## config.mk

```make
export PLATFORM = sky130hd
export DESIGN_NAME = pong_pixel_gen_2p
export DESIGN_NICKNAME = d
export VERILOG_FILES = /design/src/rtl/pong_pkg.sv /design/src/rtl/pong_frame_tick.sv /design/src/rtl/pong_pixel_gen_2p.sv
export SDC_FILE = /design/constraint.sdc
export NUM_CORES = 1
export LEC_CHECK = 0
export CORE_UTILIZATION = 42
export CTS_CLUSTER_SIZE = 25
export DETAILED_ROUTE_END_ITERATION = 10
export GPL_ROUTABILITY_DRIVEN = 1
export PLACE_DENSITY = 0.59
export SYNTH_ARGS = -nofsm -noshare
export SYNTH_HDL_FRONTEND = slang
export SYNTH_HIERARCHICAL = 1
export SYNTH_SLANG_ARGS = --single-unit
```

## constraint.sdc

```tcl
create_clock -name clk -period 9.5 [get_ports clk]
set_input_delay 1.425 -clock clk [delete_from_list [all_inputs] [get_ports clk]]
set_output_delay 1.425 -clock clk [all_outputs]
set_load 0.02 [all_outputs]
```

## src/rtl/pong_pkg.sv

```systemverilog
// pong_pkg: shared state encoding, colours and default geometry for the pong pixel generators
package pong_pkg;
  typedef enum logic [1:0] {SERVE, PLAY, OVER} state_t;
  localparam logic [11:0] BALL_RGB = 12'hFFF;
  localparam logic [11:0] PAD_RGB = 12'h0F0;
  localparam logic [11:0] LINE_RGB = 12'h888;
  localparam logic [11:0] BG_RGB = 12'h000;
  localparam int DEF_H_PIX = 640;
  localparam int DEF_V_PIX = 480;
  localparam int DEF_PAD_X = 32;
  localparam int DEF_PAD_W = 4;
  localparam int DEF_PAD_H = 72;
  localparam int DEF_PAD_V = 4;
  localparam int DEF_BALL_SZ = 8;
  localparam int DEF_BALL_V = 2;
  localparam int DEF_SERVE_FRAMES = 60;
  localparam int DEF_WIN_SCORE = 9;
endpackage

```

## src/rtl/pong_frame_tick.sv

```systemverilog
// pong_frame_tick: one-cycle pulse on the first cycle the scan reaches the frame-tick point
module pong_frame_tick #(
  parameter int V_PIX = 480
) (
  input  logic       clk,
  input  logic       rst,
  input  logic [9:0] pixel_x,
  input  logic [9:0] pixel_y,
  output logic       tick
);
  logic match, prev;
  assign match = (pixel_y == 10'(V_PIX)) && (pixel_x == 10'd0);
  assign tick = match && !prev;
  // remember last cycle's match so a held coordinate yields a single tick
  always_ff @(posedge clk)
    prev <= rst ? 1'b0 : match;
endmodule

```

## src/rtl/pong_pixel_gen_2p.sv

```systemverilog
// pong_pixel_gen_2p: two-player pong game state and registered pixel renderer
module pong_pixel_gen_2p
  import pong_pkg::*;
#(
  parameter int H_PIX = DEF_H_PIX,
  parameter int V_PIX = DEF_V_PIX,
  parameter int PAD_X = DEF_PAD_X,
  parameter int PAD_W = DEF_PAD_W,
  parameter int PAD_H = DEF_PAD_H,
  parameter int PAD_V = DEF_PAD_V,
  parameter int BALL_SZ = DEF_BALL_SZ,
  parameter int BALL_V = DEF_BALL_V,
  parameter int SERVE_FRAMES = DEF_SERVE_FRAMES,
  parameter int WIN_SCORE = DEF_WIN_SCORE
) (
  input  logic        clk,
  input  logic        rst,
  input  logic [3:0]  btn,
  input  logic [9:0]  pixel_x,
  input  logic [9:0]  pixel_y,
  input  logic        video_on,
  output logic [11:0] rgb,
  output logic [3:0]  score_l,
  output logic [3:0]  score_r,
  output logic        miss_l,
  output logic        miss_r,
  output logic        game_over
);
  localparam logic [9:0] PX = 10'(PAD_X);
  localparam logic [9:0] PW = 10'(PAD_W);
  localparam logic [9:0] PH = 10'(PAD_H);
  localparam logic [9:0] PV = 10'(PAD_V);
  localparam logic [9:0] BS = 10'(BALL_SZ);
  localparam logic [9:0] BV = 10'(BALL_V);
  localparam logic [9:0] L_FACE = 10'(PAD_X + PAD_W);
  localparam logic [9:0] R_PAD = 10'(H_PIX - PAD_X - PAD_W);
  localparam logic [9:0] PAD_MAX = 10'(V_PIX - PAD_H);
  localparam logic [9:0] PAD_C = 10'((V_PIX - PAD_H) / 2);
  localparam logic [9:0] BX_C = 10'((H_PIX - BALL_SZ) / 2);
  localparam logic [9:0] BY_C = 10'((V_PIX - BALL_SZ) / 2);
  localparam logic [9:0] BX_MAX = 10'(H_PIX - BALL_SZ);
  localparam logic [9:0] BY_MAX = 10'(V_PIX - BALL_SZ);
  localparam logic [9:0] LN = 10'(H_PIX / 2 - 1);
  localparam int SCW = $clog2(SERVE_FRAMES + 1);
  localparam logic [SCW-1:0] SC_LAST = SCW'(SERVE_FRAMES - 1);
  localparam logic [3:0] WIN = 4'(WIN_SCORE);

  function automatic logic [9:0] pad_step(input logic [9:0] y, input logic up, input logic dn);
    return (up && !dn) ? ((y < PV) ? 10'd0 : y - PV)
         : (dn && !up) ? ((y > PAD_MAX - PV) ? PAD_MAX : y + PV)
         : y;
  endfunction

  state_t state, state_n;
  logic [SCW-1:0] serve_cnt, serve_cnt_n;
  logic [9:0] pad_l, pad_l_n, pad_r, pad_r_n, ball_x, ball_x_n, ball_y, ball_y_n, by_v;
  logic dx, dx_n, dy, dy_n, dy_v;
  logic [3:0] score_l_n, score_r_n;
  logic miss_l_n, miss_r_n, tick, launch, move, ov_l, ov_r, hit_l, hit_r, out_l, out_r;
  logic in_ball, in_pad, in_line;
  logic [11:0] pix_rgb;

  pong_frame_tick #(.V_PIX(V_PIX)) u_tick (
    .clk(clk), .rst(rst), .pixel_x(pixel_x), .pixel_y(pixel_y), .tick(tick)
  );

  assign game_over = state == OVER;
  assign launch = state == SERVE && serve_cnt == SC_LAST;
  assign move = state == PLAY || launch;
  assign ov_l = ball_y + BS > pad_l && ball_y < pad_l + PH;
  assign ov_r = ball_y + BS > pad_r && ball_y < pad_r + PH;
  assign hit_l = !dx && ball_x >= L_FACE && ball_x < L_FACE + BV && ov_l;
  assign hit_r = dx && ball_x + BS <= R_PAD && ball_x + BS + BV > R_PAD && ov_r;
  assign out_l = !dx && !hit_l && ball_x < BV;
  assign out_r = dx && !hit_r && ball_x > BX_MAX - BV;
  assign by_v = (!dy && ball_y < BV) ? 10'd0 : (dy && ball_y > BY_MAX - BV) ? BY_MAX
              : dy ? ball_y + BV : ball_y - BV;
  assign dy_v = (!dy && ball_y < BV) ? 1'b1 : (dy && ball_y > BY_MAX - BV) ? 1'b0 : dy;

  // per-frame game update; the serve release launches the ball on that same tick
  always_comb begin
    state_n = state;
    serve_cnt_n = serve_cnt;
    pad_l_n = pad_l;
    pad_r_n = pad_r;
    ball_x_n = ball_x;
    ball_y_n = ball_y;
    dx_n = dx;
    dy_n = dy;
    score_l_n = score_l;
    score_r_n = score_r;
    miss_l_n = 1'b0;
    miss_r_n = 1'b0;
    if (tick) begin
      pad_l_n = pad_step(pad_l, btn[0], btn[1]);
      pad_r_n = pad_step(pad_r, btn[2], btn[3]);
      if (state == SERVE) begin
        serve_cnt_n = launch ? '0 : serve_cnt + 1'b1;
        state_n = launch ? PLAY : SERVE;
      end
      if (move) begin
        ball_y_n = by_v;
        dy_n = dy_v;
        ball_x_n = hit_l ? L_FACE : hit_r ? R_PAD - BS : dx ? ball_x + BV : ball_x - BV;
        dx_n = hit_l ? 1'b1 : hit_r ? 1'b0 : dx;
        if (out_l || out_r) begin
          ball_x_n = BX_C;
          ball_y_n = BY_C;
          dx_n = out_r;
          miss_l_n = out_l;
          miss_r_n = out_r;
          score_l_n = score_l + {3'b0, out_r};
          score_r_n = score_r + {3'b0, out_l};
          state_n = (score_l_n == WIN || score_r_n == WIN) ? OVER : SERVE;
        end
      end
    end
  end

  // pixel colour by priority: blanking, ball, paddles, centre line
  always_comb begin
    in_ball = state != OVER && pixel_x >= ball_x && pixel_x < ball_x + BS
              && pixel_y >= ball_y && pixel_y < ball_y + BS;
    in_pad = (pixel_x >= PX && pixel_x < L_FACE && pixel_y >= pad_l && pixel_y < pad_l + PH)
          || (pixel_x >= R_PAD && pixel_x < R_PAD + PW && pixel_y >= pad_r && pixel_y < pad_r + PH);
    in_line = pixel_x == LN || pixel_x == LN + 10'd1;
    pix_rgb = !video_on ? BG_RGB : in_ball ? BALL_RGB : in_pad ? PAD_RGB : in_line ? LINE_RGB : BG_RGB;
  end

  // state register and registered colour output
  always_ff @(posedge clk) begin
    if (rst) begin
      state <= SERVE;
      serve_cnt <= '0;
      pad_l <= PAD_C;
      pad_r <= PAD_C;
      ball_x <= BX_C;
      ball_y <= BY_C;
      dx <= 1'b1;
      dy <= 1'b1;
      score_l <= '0;
      score_r <= '0;
      miss_l <= 1'b0;
      miss_r <= 1'b0;
      rgb <= BG_RGB;
    end else begin
      state <= state_n;
      serve_cnt <= serve_cnt_n;
      pad_l <= pad_l_n;
      pad_r <= pad_r_n;
      ball_x <= ball_x_n;
      ball_y <= ball_y_n;
      dx <= dx_n;
      dy <= dy_n;
      score_l <= score_l_n;
      score_r <= score_r_n;
      miss_l <= miss_l_n;
      miss_r <= miss_r_n;
      rgb <= pix_rgb;
    end
  end
endmodule

```

==> out/qor.txt, run 1 <==
Outcome = complete, no violations
Kind of critical path = register to register
Endpoints failing hold = 0
Worst Tran Pin Value = 0.9783 ns
Num CTS Buffers = 9
Worst endpoint required time = 9.75 ns
Critical Path Most Common Cell = ha_1
RSZ-0062 raised after global routing = false
Vert. Die Dim = 127.4 µm
Initial antenna violation count = 0
Post-CTS sizing = 0
Synth area leader = ha_1
FP Rows = 45
Placed Area = 7179 µm²
H-Tree Depth = 3
CP top delay family = compound AO/OA/AOI/OAI gates
Initial core utilization = 43.26%
Final worst-path setup slack = 4.846 ns
Number of global-route vias before repair = 6164
Max Clock Skew = 0.008388 ns
CORE AREA = 15260 µm²
# IOs = 50
Routed WL = 19.63 mm
Reg2reg end = state[1]
Worst-path clk slew = 0.06 ns
Pwr/cell area = 89.10 nW/µm²
Setup-failing EPs final = 0
Most common library cells after synthesis = 121 x ha_1, 61 x a21oi_1, 61 x nor2_1
Register area share after synthesis = 17.89%
Worst Reg-to-Reg Cells = 18
Post-synthesis register bit count = 59
Chip width = 127.4 µm
Top cells by area, synth = ha_1 23%, dfxtp_1 18%, a21oi_1 4.6%
Placed cells = 1078
P_leak = 3.084 nW
Hold Startpoint = serve_cnt[5]
Clock tree from TritonCTS = yes
Fillers = 1488
Hold-fix buffers, CTS = 0
DP HPWL = 14.74 mm
Final Non-Filler Cells = 1094
Antenna-violating nets left = 0
Via/cell ratio = 5.981
Dpl ws = 4.863 ns
Clk buf depth = 2
Synthesized net count = 1002
Placer Congestion = 0.9192
Sink of the worst hold path = serve_cnt[5]
Setup TNS = 0 ns
IR drop worst, VDD = 0.08183 mV
Highest Clock Rate = 214.9 MHz
Clock latency on the worst-skew pair = 0.35 ns
Core Util, Final = 48.83%
Worst Setup Start Kind = register
Root Buffer Master = clkbuf_16
Design area = 7451 µm²
CP Capture Type = register
Max-slew violation count = 0
First-pass GRT wire length = 32.02 mm
Postcts setup bufs = 0
Post-synth EDFFs = 0
Layout area overhead = 12.87%
Cells after Synth = 854
R2R Path Start = ball_y[6]
DRC = 0
Global Route Usage Sum = 25.06%
Area fraction of the dominant cell type after synthesis = 22.93%
Max_slew headroom = 34.18%
Synthesized area per cell = 7.730 µm²
Via Count = 6543
Area occupied by multi-input gates = 4997 µm²
Routed len/inst = 17.94 µm
Net count, final = 1026
Reg2Reg Setup Slack = 4.85 ns
Main flop type after synthesis = dfxtp_1
Maximum fanout along the worst path = 9
Max Cap Violations = 0
WP buf/inv = 1
Register Area = 1181 µm²
Arrival @ worst endpoint = 4.90 ns
Die Area = 16220 µm²
Largest net degree at the start of global routing = 51
Tcrit/Tclk final = 48.99%
Clk sinks = 59
Yosys warnings = 6
Mapped cell area = 6601 µm²
Post-layout minimum cycle time = 4.654 ns
Max stage delay on crit path = 0.54 ns
Most frequent cell after synthesis = ha_1
Cell count of the worst hold path = 2
Synth unique cells = 72
CP max-delay cell = dfxtp_1
PortBufs = 49
Iter 0 DRT Violations = 543
Ys async rst share = 0%
Initial DRT Pass Iterations = 5
# diodes = 0
HP Class = register to register
Critical path cell sequence = clkinv_1 -> nor3_1 -> and3_1 -> xnor2_1 -> ha_1 -> nand4_1 -> nor3_1 -> a2111oi_0 -> o211ai_1 -> a211o_1 -> and2_1 -> ha_1 -> ha_1 -> o21ai_0 -> a21oi_1 -> nor3b_1 -> a31oi_1 -> o41ai_1
Layout cells sized above 1 = 4.190%
Grt ovf = 0
worst max-delay path by stage:
stage          startpoint    endpoint  slack, ns  depth (start not counted)
2_1_floorplan   ball_y[6]    state[1]       5.48                         19
3_3_place_gp   pixel_y[4]  score_r[3]       4.94                         11
3_5_place_dp   pixel_y[4]   ball_y[9]       4.86                         11
4_1_cts         ball_y[6]    state[1]       4.90                         18
5_1_grt         ball_y[6]    state[1]       4.51                         18
6_report        ball_y[6]    state[1]       4.85                         18
layout by cell type, fill, tap and decap left out, types with 14 or more instances in the layout:
master / n
nor2_1: 61
o21ai_0: 60
dfxtp_1: 59
nand2_1: 51
nor4_1: 15
clkdlybuf4s50_1: 48
inv_1: 55
ha_1: 121
a21oi_1: 61
nand4_1: 23
nand3_1: 25
xnor2_1: 20
a31oi_1: 16
nor2b_1: 15
a21o_1: 14
nor3_1: 36
through the flow:
stage / power [mW] / hold WS (ns)
final: 0.6639 / 0.4803
after detailed placement: 0.3593 / 0.4746
after global routing: 0.6946 / 0.5234
after CTS: 0.6728 / 0.4832
after floorplan: 0.3215 / 0.4417
after global placement: 0.3567 / 0.4699
kinds of logic after synthesis:
group                    synth area share [%]
flip-flops                              17.89
XOR/XNOR                                3.317
AO/OA/AOI/OAI                           23.98
adder cells (fa/ha/maj)                 22.93
buffers and inverters                   6.463
AND/OR/NAND/NOR                         24.47
multiplexers                           0.9477
layer usage:
metal  up-vias  part of all wire [%]  track usage (%)
met4         0                   1.9            7.633
met1      3045                    48            34.51
met2       245                    43            38.83
met3        30                   6.9            5.486
li1       3223                     -                -
met5         -                     0                0
registers in the layout (all words and copies together), names as in the netlist:
signal / flops
ball_x: 9
score_l: 4
u_tick/prev: 1
miss_r: 1
pad_l: 8
rgb: 4
pad_r: 8
ball_y: 9
state: 2
serve_cnt: 6
score_r: 4
dx: 1
miss_l: 1
dy: 1
power by group:
| part | switching (mW) | internal (mW) |
|---|---|---|
| Clock | 0.130 | 0.178 |
| Combinational | 0.0578 | 0.0434 |
| Sequential | 0.00519 | 0.249 |
area by class of cell:
class | instances | area share, %
clock inverter | 5 | 0.5206
tap | 211 | 3.543
multi-input combinational | 695 | 67.07
sequential | 59 | 15.85
inverter | 61 | 3.073
clock buffer | 11 | 3.123
timing repair buffer | 52 | 6.818
worst reg2reg max path: stages, from the launching register on:
cell,delay [ns]
dfxtp_1,0.54
clkinv_1,0.31
nor3_1,0.37
and3_1,0.22
xnor2_1,0.20
ha_1,0.31
nand4_1,0.12
nor3_1,0.06
a2111oi_0,0.37
o211ai_1,0.29
a211o_1,0.35
and2_1,0.18
ha_1,0.22
ha_1,0.23
o21ai_0,0.16
a21oi_1,0.09
nor3b_1,0.25
a31oi_1,0.07
o41ai_1,0.22
No activity file was read; power rests on OpenSTA's default activity.
==> inputs of run 2 (changes only) <==
PLACE_DENSITY = 0.61   (was 0.59)
clock period = 3.8 ns   (was 9.5 ns; I/O delays follow)
==> run 2 against run 1 <==
Die area did not move. Critical path type unchanged. Cell count rose by 9.2%. Maximum frequency rose by 30%. Non-clock buffer count rose by 102. Cell area rose by 12%. Combinational power rose to 2.9 times the previous value. Sequential power rose by 150%. Clock-buffer cell count fell by 2.
==> out/qor.txt, run 2 (same netlist as run 1, synthesis figures left out) <==
Outcome = complete, no violations
Cell count of the worst hold path = 2
Maximum fanout along the worst path = 4
Placed cells = 1172
Antenna-violating nets left = 0
Largest net degree at the start of global routing = 50
Dpl ws = -0.2306 ns
Sw Share = 27.98%
Pint = 1.261 mW
DP HPWL = 15.58 mm
Kind of critical path = register to register
Root Buffer Master = clkbuf_16
Worst-path clk slew = 0.06 ns
Max_slew headroom = 39.57%
CP max-delay cell = dfxtp_4
HP Class = register to register
# diodes = 0
CP Depth = 17
WP buf/inv = 0
Net Sw Power = 0.4901 mW
Worst Tran Pin Value = 0.8982 ns
Final Non-Filler Cells = 1195
Initial core utilization = 43.26%
Worst Reg-to-Reg Cells = 17
Global Route Usage Sum = 25.94%
Max-slew violation count = 0
Highest Clock Rate = 278.5 MHz
Pwr/cell area = 209.1 nW/µm²
Power Total = 1.752 mW
Routed WL = 20.41 mm
CP Capture Type = register
Die Area = 16220 µm²
First-pass GRT wire length = 32.87 mm
H-Tree Depth = 3
Net count, final = 1128
Placer Congestion = 0.9326
Layout cells sized above 1 = 16.46%
PortBufs = 49
Grt ovf = 0
Commonest non-fill, non-tap cells in the layout = 119 x ha_1, 104 x buf_4, 61 x nor2_1, 60 x a21oi_1, 58 x o21ai_0
Via/cell ratio = 5.711
Chip width = 127.4 µm
Routed len/inst = 17.08 µm
DRC = 0
Iter 0 DRT Violations = 427
Layout area overhead = 26.88%
Max Cap Violations = 0
Clock latency on the worst-skew pair = 0.35 ns
Clk sinks = 59
Register Area = 1192 µm²
Clk buf depth = 2
Number of global-route vias before repair = 6300
Endpoints failing hold = 0
CORE AREA = 15260 µm²
Critical path cell sequence = ha_4 -> a21oi_4 -> xnor2_2 -> ha_1 -> a21o_1 -> a21o_1 -> a2111oi_4 -> o211ai_1 -> a211o_1 -> and2_4 -> ha_4 -> ha_1 -> o21ai_1 -> a21oi_1 -> nor3b_2 -> a31oi_1 -> o41ai_1
Num CTS Buffers = 9
CP top delay family = compound AO/OA/AOI/OAI gates
Setup TNS = 0 ns
Worst Setup Start Kind = register
Placed Area = 7904 µm²
Post-layout minimum cycle time = 3.590 ns
Fillers = 1411
Logic pwr share = 16.6%
Arrival @ worst endpoint = 3.84 ns
Final hold slack = 0.4885 ns
# IOs = 50
FP Rows = 45
Via Count = 6825
Design area = 8376 µm²
Initial DRT Pass Iterations = 5
Vert. Die Dim = 127.4 µm
Clock tree from TritonCTS = yes
P_leak = 3.596 nW
Core Util, Final = 54.89%
Top flop regs = ball_x x9, ball_y x9
Worst endpoint required time = 4.05 ns
Commonest non-fill, non-tap cell in the layout = ha_1
Tcrit/Tclk final = 94.48%
Initial antenna violation count = 0
IR drop worst, VDD = 0.1986 mV
Clock power share = 47.5%
Max stage delay on crit path = 0.36 ns
Setup-failing EPs final = 0
Final worst-path setup slack = 0.2099 ns
Area occupied by multi-input gates = 5111 µm²
Sequential share of power = 35.9%
Max Clock Skew = 0.01212 ns
[run 2: worst reg2reg max path, delay by kind of cell (launching register included)]
kind | cells | cell delay, ns
flops | 1 | 0.36
simple gates | 2 | 0.32
fa+ha+maj | 4 | 0.81
compound gates | 10 | 1.86
xor+xnor | 1 | 0.14
[run 2: area by class of cell]
class                      count  share of cell area, %
clock buffer                   9                  2.689
clock inverter                 6                 0.7918
inverter                      61                  2.749
multi-input combinational    695                  61.02
sequential                    59                  14.24
tap                          211                  3.152
timing repair buffer         154                  15.36
[run 2: layer usage]
| metal | global-route usage [%] | wire length (µm) | vias up |
|---|---|---|---|
| li1 | - | - | 3434 |
| met1 | 35.61 | 9718 | 3110 |
| met2 | 39.67 | 8744 | 230 |
| met3 | 3.350 | 1158 | 51 |
| met4 | 13.38 | 788 | 0 |
| met5 | 0 | 0 | - |
[run 2: repair_timing]
| action | CTS | global route |
|---|---|---|
| endpoints found under the setup margin | 1 | 1 |
| gates resized for setup | 13 | 18 |
| cloned | 0 | 0 |
| hold endpoints to repair | 0 | 0 |
| pin swaps | 9 | 18 |
| buffers inserted | 3 | 5 |
| hold buffers | 0 | 0 |
[run 2: power by group through the flow]
stage               sequential [mW]  combinational [mW]  clock, mW
floorplan                     0.641               0.163          0
global placement              0.643               0.276          0
detailed placement            0.643               0.278          0
CTS                           0.630               0.285      0.849
global route                  0.629               0.325      0.872
finish                        0.629               0.291      0.832
[run 2: worst paths after layout]
check                                   from  slack (ns)            to
worst min-delay path            serve_cnt[5]        0.49  serve_cnt[5]
worst min register to register  serve_cnt[5]        0.49  serve_cnt[5]
worst max-delay path                pad_r[3]        0.21      state[1]
worst max register to register      pad_r[3]        0.21      state[1]
